--- src/rtl/fp_pkg.sv ---
// Shared definitions for the single-precision adder back end.
// Holds the field widths, exponent limits, and the packed result and
// exception-flag types passed between the normalize/round stages.
package fp_pkg;

  localparam int EXP_W  = 8;
  localparam int FRAC_W = 23;
  localparam int SH_W   = 5;
  localparam int BIAS   = 127;

  // Widened (EXP_W+1) so exponents carried out of normalization or
  // rounding can be compared against the overflow limit without wrapping.
  localparam logic [EXP_W:0] EXP_MAX = (EXP_W+1)'(255);

  typedef struct packed {
    logic              sign;
    logic [EXP_W-1:0]  exp;
    logic [FRAC_W-1:0] frac;
  } fp_result_t;

  typedef struct packed {
    logic ovf;
    logic unf;
    logic inx;
  } fp_flags_t;

endpackage

--- src/rtl/fp_round_rne.sv ---
// Round-to-nearest-even and IEEE754 packing for a normalized value.
// Ports:
//   frac   : normalized fraction (hidden bit implied)
//   g, rs  : guard bit and round|sticky bit below frac[0]
//   exp    : biased exponent, one bit wider than the field
//   sign   : result sign
//   result : packed {sign, exp, frac} after rounding
//   flags  : ovf / unf / inx (unf is always 0 here)
module fp_round_rne
  import fp_pkg::*;
(
  input  logic [FRAC_W-1:0] frac,
  input  logic              g,
  input  logic              rs,
  input  logic [EXP_W:0]    exp,
  input  logic              sign,
  output fp_result_t        result,
  output fp_flags_t         flags
);

  logic                inc;
  logic [FRAC_W+1:0]   sum;
  logic [EXP_W:0]      exp_r;

  always_comb begin
    inc = g & (rs | frac[0]);
    // Hidden bit included so a carry out of the fraction shows up in the
    // top bit; in that case the low FRAC_W bits are already zero.
    sum   = {1'b0, 1'b1, frac} + {{(FRAC_W+1){1'b0}}, inc};
    exp_r = exp + {{EXP_W{1'b0}}, sum[FRAC_W+1]};

    result.sign = sign;
    flags.unf   = 1'b0;
    flags.ovf   = 1'b0;
    flags.inx   = g | rs;
    if (exp_r >= EXP_MAX) begin
      result.exp  = '1;
      result.frac = '0;
      flags.ovf   = 1'b1;
      flags.inx   = 1'b1;
    end else begin
      result.exp  = exp_r[EXP_W-1:0];
      result.frac = sum[FRAC_W-1:0];
    end
  end

endmodule

--- src/rtl/fp_add_normround.sv ---
// Normalize-and-round back end of the single-precision adder.
// Two-stage valid/ready pipeline: stage 1 normalizes the raw mantissa sum
// using the LZD shift count, stage 2 rounds (RNE), handles overflow and
// packs the IEEE754 result.
// Ports:
//   clk, rst            : clock, synchronous active-high reset
//   in_valid/in_ready   : upstream handshake
//   in_sign, in_exp     : resolved sign, biased exponent of aligned operands
//   in_mant, in_grs     : raw 25-bit sum (bit24 carry, bit23 hidden) + g/r/s
//   in_nshift, in_zero  : LZD leading-zero count and all-zero flag
//   out_valid/out_ready : downstream handshake
//   out_result          : packed IEEE754 result
//   out_ovf/unf/inx     : overflow, flush-to-zero underflow, inexact
module fp_add_normround #(
  parameter int EXP_W  = 8,
  parameter int FRAC_W = 23,
  parameter int SH_W   = 5
) (
  input  logic                    clk,
  input  logic                    rst,
  input  logic                    in_valid,
  output logic                    in_ready,
  input  logic                    in_sign,
  input  logic [EXP_W-1:0]        in_exp,
  input  logic [FRAC_W+1:0]       in_mant,
  input  logic [2:0]              in_grs,
  input  logic [SH_W-1:0]         in_nshift,
  input  logic                    in_zero,
  output logic                    out_valid,
  input  logic                    out_ready,
  output logic [EXP_W+FRAC_W:0]   out_result,
  output logic                    out_ovf,
  output logic                    out_unf,
  output logic                    out_inx
);
  import fp_pkg::*;

  localparam int VW = FRAC_W + 5;

  logic adv1, adv2;
  logic vld_p1, vld_p2;

  logic [VW-1:0]     v;
  logic [VW-3:0]     lsh;
  logic [FRAC_W-1:0] frac_n;
  logic              g_n, rs_n, zero_n, unf_n;
  logic [EXP_W:0]    exp_n;

  logic [FRAC_W-1:0] frac_p1;
  logic              g_p1, rs_p1, sign_p1, zero_p1, unf_p1;
  logic [EXP_W:0]    exp_p1;

  fp_result_t rnd_res, res_n, result_p2;
  fp_flags_t  rnd_flags, flags_n, flags_p2;

  assign adv2     = !vld_p2 || out_ready;
  assign adv1     = !vld_p1 || adv2;
  assign in_ready = adv1;

  // Stage 1: normalize V = {mant, grs}
  always_comb begin
    v      = {in_mant, in_grs};
    lsh    = v[VW-3:0] << in_nshift;
    frac_n = lsh[VW-3:3];
    g_n    = lsh[2];
    rs_n   = lsh[1] | lsh[0];
    exp_n  = {1'b0, in_exp} - {{(EXP_W+1-SH_W){1'b0}}, in_nshift};
    zero_n = 1'b0;
    unf_n  = 1'b0;
    if (in_zero && in_grs == 3'b000) begin
      zero_n = 1'b1;
    end else if (in_mant[FRAC_W+1]) begin
      // Carry-out: one-bit right shift, lost bits fold into round|sticky.
      frac_n = v[VW-2:4];
      g_n    = v[3];
      rs_n   = v[2] | v[1] | v[0];
      exp_n  = {1'b0, in_exp} + {{EXP_W{1'b0}}, 1'b1};
    end else if (in_exp <= {{(EXP_W-SH_W){1'b0}}, in_nshift}) begin
      // Shifting would drive the exponent to zero or below: flush.
      zero_n = 1'b1;
      unf_n  = 1'b1;
    end
  end

  always_ff @(posedge clk) begin
    if (adv1 && in_valid) begin
      frac_p1 <= frac_n;
      g_p1    <= g_n;
      rs_p1   <= rs_n;
      exp_p1  <= exp_n;
      sign_p1 <= in_sign;
      zero_p1 <= zero_n;
      unf_p1  <= unf_n;
    end
  end

  // Stage 2: round and pack
  fp_round_rne u_round (
    .frac   (frac_p1),
    .g      (g_p1),
    .rs     (rs_p1),
    .exp    (exp_p1),
    .sign   (sign_p1),
    .result (rnd_res),
    .flags  (rnd_flags)
  );

  always_comb begin
    res_n   = rnd_res;
    flags_n = rnd_flags;
    if (zero_p1) begin
      res_n   = '{sign: sign_p1, exp: '0, frac: '0};
      flags_n = '{ovf: 1'b0, unf: unf_p1, inx: unf_p1};
    end
  end

  always_ff @(posedge clk) begin
    if (rst) begin
      vld_p1    <= 1'b0;
      vld_p2    <= 1'b0;
      result_p2 <= '0;
      flags_p2  <= '0;
    end else begin
      if (adv1) vld_p1 <= in_valid;
      if (adv2) begin
        vld_p2 <= vld_p1;
        if (vld_p1) begin
          result_p2 <= res_n;
          flags_p2  <= flags_n;
        end
      end
    end
  end

  assign out_valid  = vld_p2;
  assign out_result = result_p2;
  assign out_ovf    = flags_p2.ovf;
  assign out_unf    = flags_p2.unf;
  assign out_inx    = flags_p2.inx;

endmodule

--- config.mk ---
export PLATFORM = sky130hd
export DESIGN_NAME = fp_add_normround
export DESIGN_NICKNAME = d
export VERILOG_FILES = /design/src/rtl/fp_pkg.sv /design/src/rtl/fp_round_rne.sv /design/src/rtl/fp_add_normround.sv
export SDC_FILE = /design/constraint.sdc
export NUM_CORES = 1
export LEC_CHECK = 0
export CAP_MARGIN = 20
export CORE_MARGIN = 2
export CORE_UTILIZATION = 49
export CTS_BUF_LIST = sky130_fd_sc_hd__clkbuf_4 sky130_fd_sc_hd__clkbuf_8 sky130_fd_sc_hd__clkbuf_16
export DETAILED_ROUTE_END_ITERATION = 10
export PLACE_DENSITY_LB_ADDON = 0.08
export SYNTH_ARGS = -nofsm -noshare
export SYNTH_HDL_FRONTEND = slang
export SYNTH_SLANG_ARGS = --single-unit
--- constraint.sdc ---
create_clock -name clk -period 3 [get_ports clk]
set_input_delay 0.45 -clock clk [delete_from_list [all_inputs] [get_ports clk]]
set_output_delay 0.45 -clock clk [all_outputs]
set_load 0.02 [all_outputs]
Word-level counts from Yosys, hierarchy flattened
Cells that the tools add are included.
- word-level logic and storage cells: 51
- bits in registers: 74
- output and inout port bits: 37
- shift-type cells: 1
- add/sub/neg operators: 4
- bitwise gates (word level): 6
- $lt $le $gt $ge: 2
- reductions and logical operators: 8
- multiplexer cells: 15
- operator list (kind ; count):
    $mux W31 ; 2
    $mux W23 ; 2
    $shl A26 B5 Y26 ; 1
    $add A24 B1 Y25 ; 1
    $mux W9 ; 2
    $add A8 B1 Y9 const B ; 1
    $add A9 B1 Y9 ; 1
    $ge A9 B8 Y1 const B ; 1
    $sub A8 B5 Y9 ; 1
    $le A8 B5 Y1 ; 1
    $mux W1 ; 8
    $or A1 B1 Y1 ; 5
    $logic_not A3 Y1 ; 1
    $mux W3 ; 1
    $logic_and A1 B1 Y1 ; 2
    $logic_not A1 Y1 ; 2
    $logic_or A1 B1 Y1 ; 2
    $reduce_and A2 Y1 ; 1
    $and A1 B1 Y1 ; 1

Longest topological paths before layout
Gate-level depths: netlist (run 1).
- word-level depth: 7
- mapped depth: 14
- gate-level depth less buffers: 12

Hierarchy
A second synthesis (run 1) with hierarchy kept.
- cells, all modules: 584
- area, all modules: 5286.3 µm²
- by module, submodules not included (module ; area an instance (µm²) ; cells an instance ; instances):
    fp_add_normround ; 4454.3 ; 456 ; 1
    fp_round_rne ; 832.0 ; 128 ; 1

Least setup slack after synthesis (run 1)
OpenSTA, ideal clock, no wires.
- kind: flip-flop to flip-flop
- from: reg rs_p1
- to: reg result_p2, in the netlist out_result[10]
- stages on the path, launching flop included: 15
- arrival time: 2.810 ns
- data required time: 2.878 ns
- library setup time: 0.122 ns
- path slack: 0.068 ns
- cells stage by stage: edfxtp_1 > o21a_1 > ha_1 > ha_1 > nand3_1 > nor4_1 > and2_1 > ha_1 > nand4_1 > or3_1 > buf_2 > and2_4 > o211ai_2 > buf_2 > o21ai_0
- word-level cells in the longest chain between the ends: 7
- ends and longest elaborated chain (element ; RTL line ; source):
    from (decl) ; fp_add_normround.sv:50 ; logic g_p1, rs_p1, sign_p1, zero_p1, unf_p1;
    from (signal assigned) ; fp_add_normround.sv:89 ; rs_p1 <= rs_n;
    $or A1 B1 Y1 (*) ; fp_round_rne.sv:26 ; inc = g & (rs | frac[0]);
    $and A1 B1 Y1 (*) ; fp_round_rne.sv:26 ;
    $add A24 B1 Y25 (*) ; fp_round_rne.sv:29 ; sum = {1'b0, 1'b1, frac} + {{(FRAC_W+1){1'b0}}, inc};
    $add A9 B1 Y9 ; fp_round_rne.sv:30 ; exp_r = exp + {{EXP_W{1'b0}}, sum[FRAC_W+1]};
    $ge A9 B8 Y1 ; fp_round_rne.sv:36 ; if (exp_r >= EXP_MAX) begin
    $mux W31 (*) ; fp_round_rne.sv:36 ;
    $mux W31 (*) ; fp_add_normround.sv:111 ; if (zero_p1) begin
    to (signal assigned) ; fp_add_normround.sv:128 ; result_p2 <= res_n;
    to (decl) ; fp_add_normround.sv:53 ; fp_result_t rnd_res, res_n, result_p2;
Every way passes the cells marked *; elsewhere a longest branch is shown, timed or not.
A chain may end at the register's enable or synchronous reset.

Worst setup path after layout (run 1)
- from: reg rs_p1
- to: reg flags_p2, in the netlist out_ovf
- word-level cells in the longest chain between the ends: 7
- ends and longest elaborated chain (element ; RTL line ; source):
    $or A1 B1 Y1 ; fp_round_rne.sv:26 ;
    $and A1 B1 Y1 ; fp_round_rne.sv:26 ;
    $add A24 B1 Y25 ; fp_round_rne.sv:29 ;
    $add A9 B1 Y9 ; fp_round_rne.sv:30 ;
    $ge A9 B8 Y1 ; fp_round_rne.sv:36 ;
    $mux W1 ; fp_round_rne.sv:36 ;
    $mux W3 ; fp_add_normround.sv:111 ;
    to (signal assigned) ; fp_add_normround.sv:129 ; flags_p2 <= flags_n;
    to (decl) ; fp_add_normround.sv:54 ; fp_flags_t rnd_flags, flags_n, flags_p2;
No other way between the ends.

==> results_tabular.tex, run 1 <==
\begin{tabular}{lr}
\hline
Metric & Value \\
\hline
\multicolumn{2}{l}{\textbf{Status}} \\
\quad Status & finished, final reports clean \\
\multicolumn{2}{l}{\textbf{Synth}} \\
\quad Part of the Yosys area used for sequential elements & 36.5\% \\
\quad Number of warnings reported in the yosys synthesis log & 0 \\
\quad Cell area after synthesis & 5070 µm² \\
\quad Flop and latch count out of synthesis & 74 \\
\quad Share of flip-flops with an asynchronous set or reset & 0\% \\
\quad Synth Net Count & 596 \\
\quad Number of library cell types mapped by synthesis & 59 \\
\quad Ranking of synthesized cells by area & edfxtp\_1, dfxtp\_1, mux4\_2 \\
\quad Area share of the leading cell type in the synthesized netlist & 21.9\% \\
\quad Cell count after synthesis & 538 \\
\quad Count of flip-flops with a built-in enable after synthesis & 37 \\
\quad Dominant cell type by area after synthesis & edfxtp\_1 \\
\quad Post-Synthesis Mean Instance Area & between 9 and 10 µm² \\
\quad Top flip-flop cell by instance count after synthesis & edfxtp\_1 \\
\multicolumn{2}{l}{\textbf{Timing}} \\
\quad Aggregate negative setup slack & 0 ps \\
\quad Final critical delay including setup and external delays & 2790 ps \\
\quad Period Utilization, post-route & 93.2\% \\
\quad Final Hold Vio Count & 0 \\
\quad Maximum frequency from static timing analysis & between 300 and 400 MHz \\
\quad Setup slack after layout & 205 ps \\
\quad Actual transition at the worst max-transition pin & 596 ps \\
\quad Setup skew after layout & 10.7 ps \\
\quad Endpoints failing setup & 0 \\
\quad Number of max-slew violations in the final report & 0 \\
\quad Worst max-slew margin expressed relative to the limit & 59.9\% \\
\quad Hold WS & roughly 450 ps \\
\multicolumn{2}{l}{\textbf{GRT}} \\
\quad All-Layer GR Usage & 23.7\% \\
\quad Leftover overflow at the end of global routing & 0 \\
\quad Maximum number of pins on one net before global-route repair & 38 \\
\quad Global-route wire length before repair & 21.1 mm \\
\quad Antenna violations before repair & 0 \\
\quad Via count of the first global-routing pass & 4141 \\
\multicolumn{2}{l}{\textbf{CTS}} \\
\quad Clock tree root driver cell & clkbuf\_8 \\
\quad Number of gates resized after CTS & 0 \\
\quad H-tree Lvls & 3 \\
\quad Number of buffers inserted to repair setup after CTS & 0 \\
\quad Clock slew at reported path FFs & $\sim$70 ps \\
\quad Num Clock Sinks & 74 \\
\quad Worst-Skew Late Latency & $\sim$340 ps \\
\quad CTS hold repair buffers & 0 \\
\quad Largest buffer count on any clock path & 2 \\
\quad Total clock buffers created by CTS & 9 \\
\quad Clock tree from TritonCTS & yes \\
\multicolumn{2}{l}{\textbf{Placed design}} \\
\quad Gpl congestion & between 0.9 and 1 \\
\quad Number of port buffers & 83 \\
\quad Setup slack after placement & 93.1 ps \\
\quad Half-perimeter wire length after placement & 10.0 mm \\
\quad Instance area at placement & 6200 µm² \\
\multicolumn{2}{l}{\textbf{Power and ir drop}} \\
\quad Switching power as a share of total power & 26.8\% \\
\quad Share of power burned in combinational logic & a little under a quarter \\
\quad Overall Power & 2590 µW \\
\quad Leakage power figure & 0.00242 µW \\
\quad Net Switching & 694 µW \\
\quad Pwr Density & about 400 nW/µm² \\
\quad Fraction of power consumed by sequential logic & 46.0\% \\
\quad Internal power component & 1900 µW \\
\quad Clock network fraction of design power & 30.6\% \\
\quad Max rail drop VDD & 0.209 mV \\
\multicolumn{2}{l}{\textbf{Floorplan}} \\
\quad Die Footprint & $\sim$11000 µm² \\
\quad Effective utilization at floorplan & about half \\
\quad Die H & 106 µm \\
\quad Num ports & 84 \\
\quad Placement Rows & 37 \\
\quad CORE AREA & 10200 µm² \\
\quad Die outline width & 106 µm \\
\multicolumn{2}{l}{\textbf{Setup path}} \\
\quad Required time of the critical path & 3260 ps \\
\quad R2r worst-path depth & 13 \\
\quad Worst R2R Setup Slack & 210 ps \\
\quad Critical path data arrival time & 3060 ps \\
\quad Crit path max fanout & 4 \\
\quad Kind of start point of the critical path & flip-flop \\
\quad Endpoint of the worst register-to-register path & out\_ovf\$\_SDFFE\_PP0P\_ \\
\quad Source of the worst register-to-register timing path & rs\_p1\$\_DFFE\_PP\_ \\
\quad Crit path capture type & flip-flop \\
\quad WS Path Type & flip-flop to flip-flop \\
\multicolumn{2}{l}{\textbf{Detailed routing}} \\
\quad Violation count after the first detailed-routing iteration & 291 \\
\quad Vias after detailed routing & 4441 \\
\quad Per-cell via count in the routed design & 5.75 \\
\quad Average routed wire per standard cell & 16.5 µm \\
\quad Number of detailed-route iterations in the first pass & 5 \\
\quad DRC violation count after routing & 0 \\
\quad Total Wirelength & 12.7 mm \\
\quad Routed Antenna Nets & 0 \\
\multicolumn{2}{l}{\textbf{Cells and area}} \\
\quad Total number of nets in the final design & 690 \\
\quad Reg area & between 1500 and 2000 µm² \\
\quad Final design area excluding fillers & 6420 µm² \\
\quad Filler cell count in the final layout & 895 \\
\quad Synthesis-to-layout area growth & 26.5\% \\
\quad Multi-input combinational cell area & 3020 µm² \\
\quad Layout cells sized above 1 & 13.7\% \\
\quad Final antenna diode count & 0 \\
\multicolumn{2}{l}{\textbf{Min path}} \\
\quad HP Start & out\_result[19]\$\_SDFFE\_PP0P\_ \\
\quad Number of stages on the worst hold path & 2 \\
\quad Hold EP & out\_result[19]\$\_SDFFE\_PP0P\_ \\
\quad Worst hold path class & flip-flop to flip-flop \\
\multicolumn{2}{l}{\textbf{Run}} \\
\quad \# Max-Cap Violations & 0 \\
\hline
\end{tabular}
cells in the mapped netlist, drive strengths merged (8+ instances only):
master and n:
edfxtp 37, xnor2 14, xor2 21, nand2 78
ha 10, nand3 23, clkbuf 14, nand4 11
nor2 29, mux2i 26, o21ai 42, dfxtp 37
a311oi 8, and3 14, a21oi 21, buf 19
mux4 20, a22o 8, inv 13
per-stage QoR:
stage,instances,util [%]
5_1_grt,773,63.0
2_1_floorplan,538,-
3_3_place_gp,757,60.8
6_report,773,63.0
4_1_cts,773,62.9
3_5_place_dp,757,60.8
logic make-up after synthesis:
logic type / share of synthesized area, %
and+or+nand+nor: 19.6
muxes: 15.1
buffers and inverters: 4.19
xor gates and xnor gates: 6.04
DFF: 36.5
adders and majority gates: 2.86
AOI/OAI and AO/OA: 15.7
routing by layer:
layer  track usage, %  routed length, µm  share of wire, %  vias to the layer above
met1             35.3               6220                49                     2070
li1                 -                  -                 -                     2203
met3             3.65                744               5.8                       11
met2             35.9               5630                44                      157
met4             6.77                152               1.2                        0
met5                0                  0                 0                        -
sequential cells by signal (all words and copies together) (netlist names):
register and cells:
sign_p1 1, unf_p1 1, zero_p1 1, out_result 32, out_valid 1, g_p1 1, vld_p1 1, frac_p1 23
out_inx 1, out_unf 1, out_ovf 1, rs_p1 1, exp_p1 9
critical path: stages, from the launching register on:
cell and delay [ps]:
edfxtp_1 410, o21a_1 210, ha_1 190, ha_1 190, nand3_1 110, nor4_2 60, and2_1 180, ha_1 220
buf_4 160, xnor2_1 110, o22ai_1 120, nand4_1 160, or2_2 340, a311oi_1 250
worst max path at each step:
stage                                     start                           to  slack (ps)  cells after the start
after floorplan                 rs_p1$_DFFE_PP_  out_result[10]$_SDFFE_PP0P_          70                     14
after global placement          rs_p1$_DFFE_PP_  out_result[13]$_SDFFE_PP0P_         210                     13
after detailed placement        rs_p1$_DFFE_PP_  out_result[14]$_SDFFE_PP0P_          90                     13
after CTS                       rs_p1$_DFFE_PP_  out_result[14]$_SDFFE_PP0P_          60                     13
after global routing      frac_p1[15]$_DFFE_PP_  out_result[22]$_SDFFE_PP0P_          -3                     11
final                           rs_p1$_DFFE_PP_         out_ovf$_SDFFE_PP0P_         210                     13
cell usage in the layout (no fill, tap or decap), drive strengths merged, types with 5 or more instances in the layout:
cell type	instances
buf	34
a22oi	7
and4	5
nor2b	6
mux2	5
a311oi	8
a22o	8
xor2	21
nand2	78
mux4	20
ha	10
clkbuf	14
o211ai	6
and2	5
a21oi	21
xnor2	14
nor3	5
nor2	29
edfxtp	37
inv	13
nand4	11
o21ai	42
nand2b	5
and3	14
mux2i	26
dfxtp	37
nand3	23
clkdlybuf4s50	82
a31oi	5
cell type report:
cell class | instances | share of cell area (%)
clock buffers | 14 | 2.79
inverters | 14 | 0.819
multi-input cells | 417 | 47.0
clock inverters | 2 | 0.546
well taps | 136 | 2.65
repair buffers | 116 | 17.3
flip-flops and latches | 74 | 28.8
power groups by stage:
stage               Clock [µW]  Sequential, µW  Combinational (µW)
finish                     793            1190                 607
global placement             0            1210                 595
CTS                        816            1190                 604
global route               858            1200                 663
detailed placement           0            1210                 601
floorplan                    0            1220                 350
Note: power is estimated with default switching activity, not from simulation.
==> run 2: changes to the inputs <==
Settings changed: CTS_CLUSTER_DIAMETER from default to 120, SLEW_MARGIN from default to 20.
==> results of run 2 <==
No change in the layout: final DEF, timing and power equal those of run 1.
==> RTL edit, RTL diff (config.mk and constraints of run 2) <==
Reset style: asynchronous (`rst`), changed in one clocked block. Comments in the files are not updated.
--- a/src/rtl/fp_add_normround.sv
+++ b/src/rtl/fp_add_normround.sv
@@ -114,7 +114,7 @@
     end
   end
 
-  always_ff @(posedge clk) begin
+  always_ff @(posedge clk or posedge rst) begin
     if (rst) begin
       vld_p1    <= 1'b0;
       vld_p2    <= 1'b0;
Formal check against the unedited RTL: differs if rst is asserted again (counterexample within 4 cycles, from zero or initial values and one cycle with rst high); with rst held inactive, the same outputs for 4 cycles.
==> RTL edit against run 2 <==
- the flow now finishes with violations (negative setup slack)
- final cell count fell by 0.91%
- wire length rose by 0.24%
- setup slack lost 0.35 ns
- synthesized area is 0.39% lower
- combinational power increased by 43%
- power is 15% higher
- worst hold slack gained 0.014 ns
- design area is 3.2% higher
- sequential cell count stayed put
- die area fell by 0.39%
- largest cell class unchanged
- largest power group unchanged
==> RTL edit: results (changes against run 2) <==
worst clock skew: 0.00728 ns (-0.00339 ns)
final hold vios: 0 (unchanged)
wirelength, routed: 12.8 mm (+0.24%)
clk_lat worst skew: 0.34 ns (about the same)
hold_ws: 0.466 ns (+0.0143 ns)
initial antenna violation count: 0 (unchanged)
Final TNS setup: -3.50 ns (-3.50 ns)
syn_nets: 578 (-3.0%)
largest net degree at the start of global routing: 38 (unchanged)
Slew headroom: 47.5% (-12 points)
critical path class: flip-flop to flip-flop
number of enable flip-flop cells after synthesis: 37 (unchanged)
synth unique cells: 59 (unchanged)
Routed Antenna Nets: 0 (unchanged)
final setup margin: -0.147 ns (-0.352 ns)
CTS Buf Count: 9 (unchanged)
sequential-to-total area share from yosys stat: 40.3% (+3.8 points)
Vias: 4337 (-2.3%)
GPL Wtd Cong: 0.878 (-3.5%)
critical path peak fanout: 21 (+17)
max FFs per register: 32 (unchanged)
Synth warnings: 0 (unchanged)
Clock Tree Root: clkbuf_8
Filler Cells Inserted: 859 (-4.0%)
Tot GR Track Use: 24.5% (+0.72 points)
status: finished with violations
final setup violation count: 30 (+30)
fraction of registers with async set/reset: 50.0% (+50 points)
maximum vdd drop: 0.270 mV (+30%)
DRT iter0 DRCs: 161 (-45%)
worst hold start: sign_p1$_DFFE_PP_
Most used DFF post-synth: edfxtp_1
LEAKAGE: 0.00259 uW (+7.0%)
min-delay worst type: flip-flop to flip-flop
launch point of the worst reg-to-reg path: rs_p1$_DFFE_PP_
largest cells by area after synthesis: edfxtp_1 22%, dfrtp_1 18%, mux4_2 8.9%, nand2_1 6.8%, o21ai_0 4.6%
layout cell share with drive strength beyond 1: 17.1% (+3.5 points)
clock buffer depth: 2 (unchanged)
final net count: 683 (-1.0%)
diode count: 0 (unchanged)
clk slew on worst S/H paths: 0.07 ns (about the same)
H-tree Lvls: 3 (unchanged)
drt pass-1 iters: 6 (+1)
crit path DAT: 3.36 ns (+0.30 ns)
failing checks: negative setup slack
Port Buf Inserts: 83 (unchanged)
dpl hpwl: 9.87 mm (-1.6%)
global-route wire length before repair: 21.8 mm (+3.5%)
Synth top cells by count: 91 x nand2_1, 46 x o21ai_0, 39 x nor2_1
-- RTL edit: logic make-up after synthesis --
| kind of cell | share of synthesized area, % |
|---|---|
| simple gates | 18.8 |
| compound gates | 13.8 |
| flops | 40.3 |
| buf+inv | 3.81 |
| mux | 14.0 |
| xor+xnor | 6.41 |
| fa+ha+maj | 2.87 |
-- RTL edit: final cells by class --
type / count / area share, %
clock inverters: 5 / 1.15
clock buffers: 11 / 2.19
multi-input cells: 401 / 44.6
repair buffers: 126 / 18.0
flip-flops and latches: 74 / 30.8
well taps: 136 / 2.57
inverters: 13 / 0.737
-- RTL edit: routing by layer --
metal  global-route usage (%)  share of wire (%)
met2                     38.2                 47
met5                        0                  0
met3                     3.22                5.0
met4                     8.08                2.2
met1                     35.5                 46
-- RTL edit: where the power goes --
group | internal (uW) | total, uW | switching, uW
Combinational | 420 | 870 | 450
Sequential | 1200 | 1280 | 83.3
Clock | 498 | 832 | 334
Total | 2110 | 2980 | 867
-- RTL edit: worst paths after layout --
path,end,depth (start not counted)
setup / recovery,out_result[7]$_DFFE_PP0P_,15
hold / removal,out_result[31]$_DFFE_PP0P_,2
setup reg to reg,out_result[7]$_DFFE_PP0P_,15
hold reg to reg,out_result[31]$_DFFE_PP0P_,2
max in group asynchronous,out_result[10]$_DFFE_PP0P_,3
min in group asynchronous,out_result[29]$_DFFE_PP0P_,3
-- RTL edit: critical path, cell delays in order, from the launching register on --
cell and delay [ns]:
edfxtp_1 0.35, o21a_1 0.13, ha_2 0.19, ha_4 0.13, nand3_2 0.06, or4_4 0.51
nor4_4 0.17, and2_4 0.22, ha_4 0.14, nand3_2 0.07, or3_1 0.31, a21oi_1 0.14
o211ai_1 0.18, nand2_2 0.15, buf_12 0.15, o21ai_0 0.09
-- RTL edit: what timing repair did --
action	CTS	global route
buffers inserted	1	1
resized for setup	10	9
hold buffers	0	0
setup endpoints to repair	31	33
pin swaps	5	12
hold endpoints to repair	0	0
-- RTL edit: through the flow --
stage,cells,setup slack [ns],instance area (um^2)
after floorplan,520,-0.214,5150
after global placement,748,-0.127,6320
after detailed placement,748,-0.253,6320
after CTS,765,-0.132,6570
after global routing,766,-0.391,6620
final,766,-0.147,6620
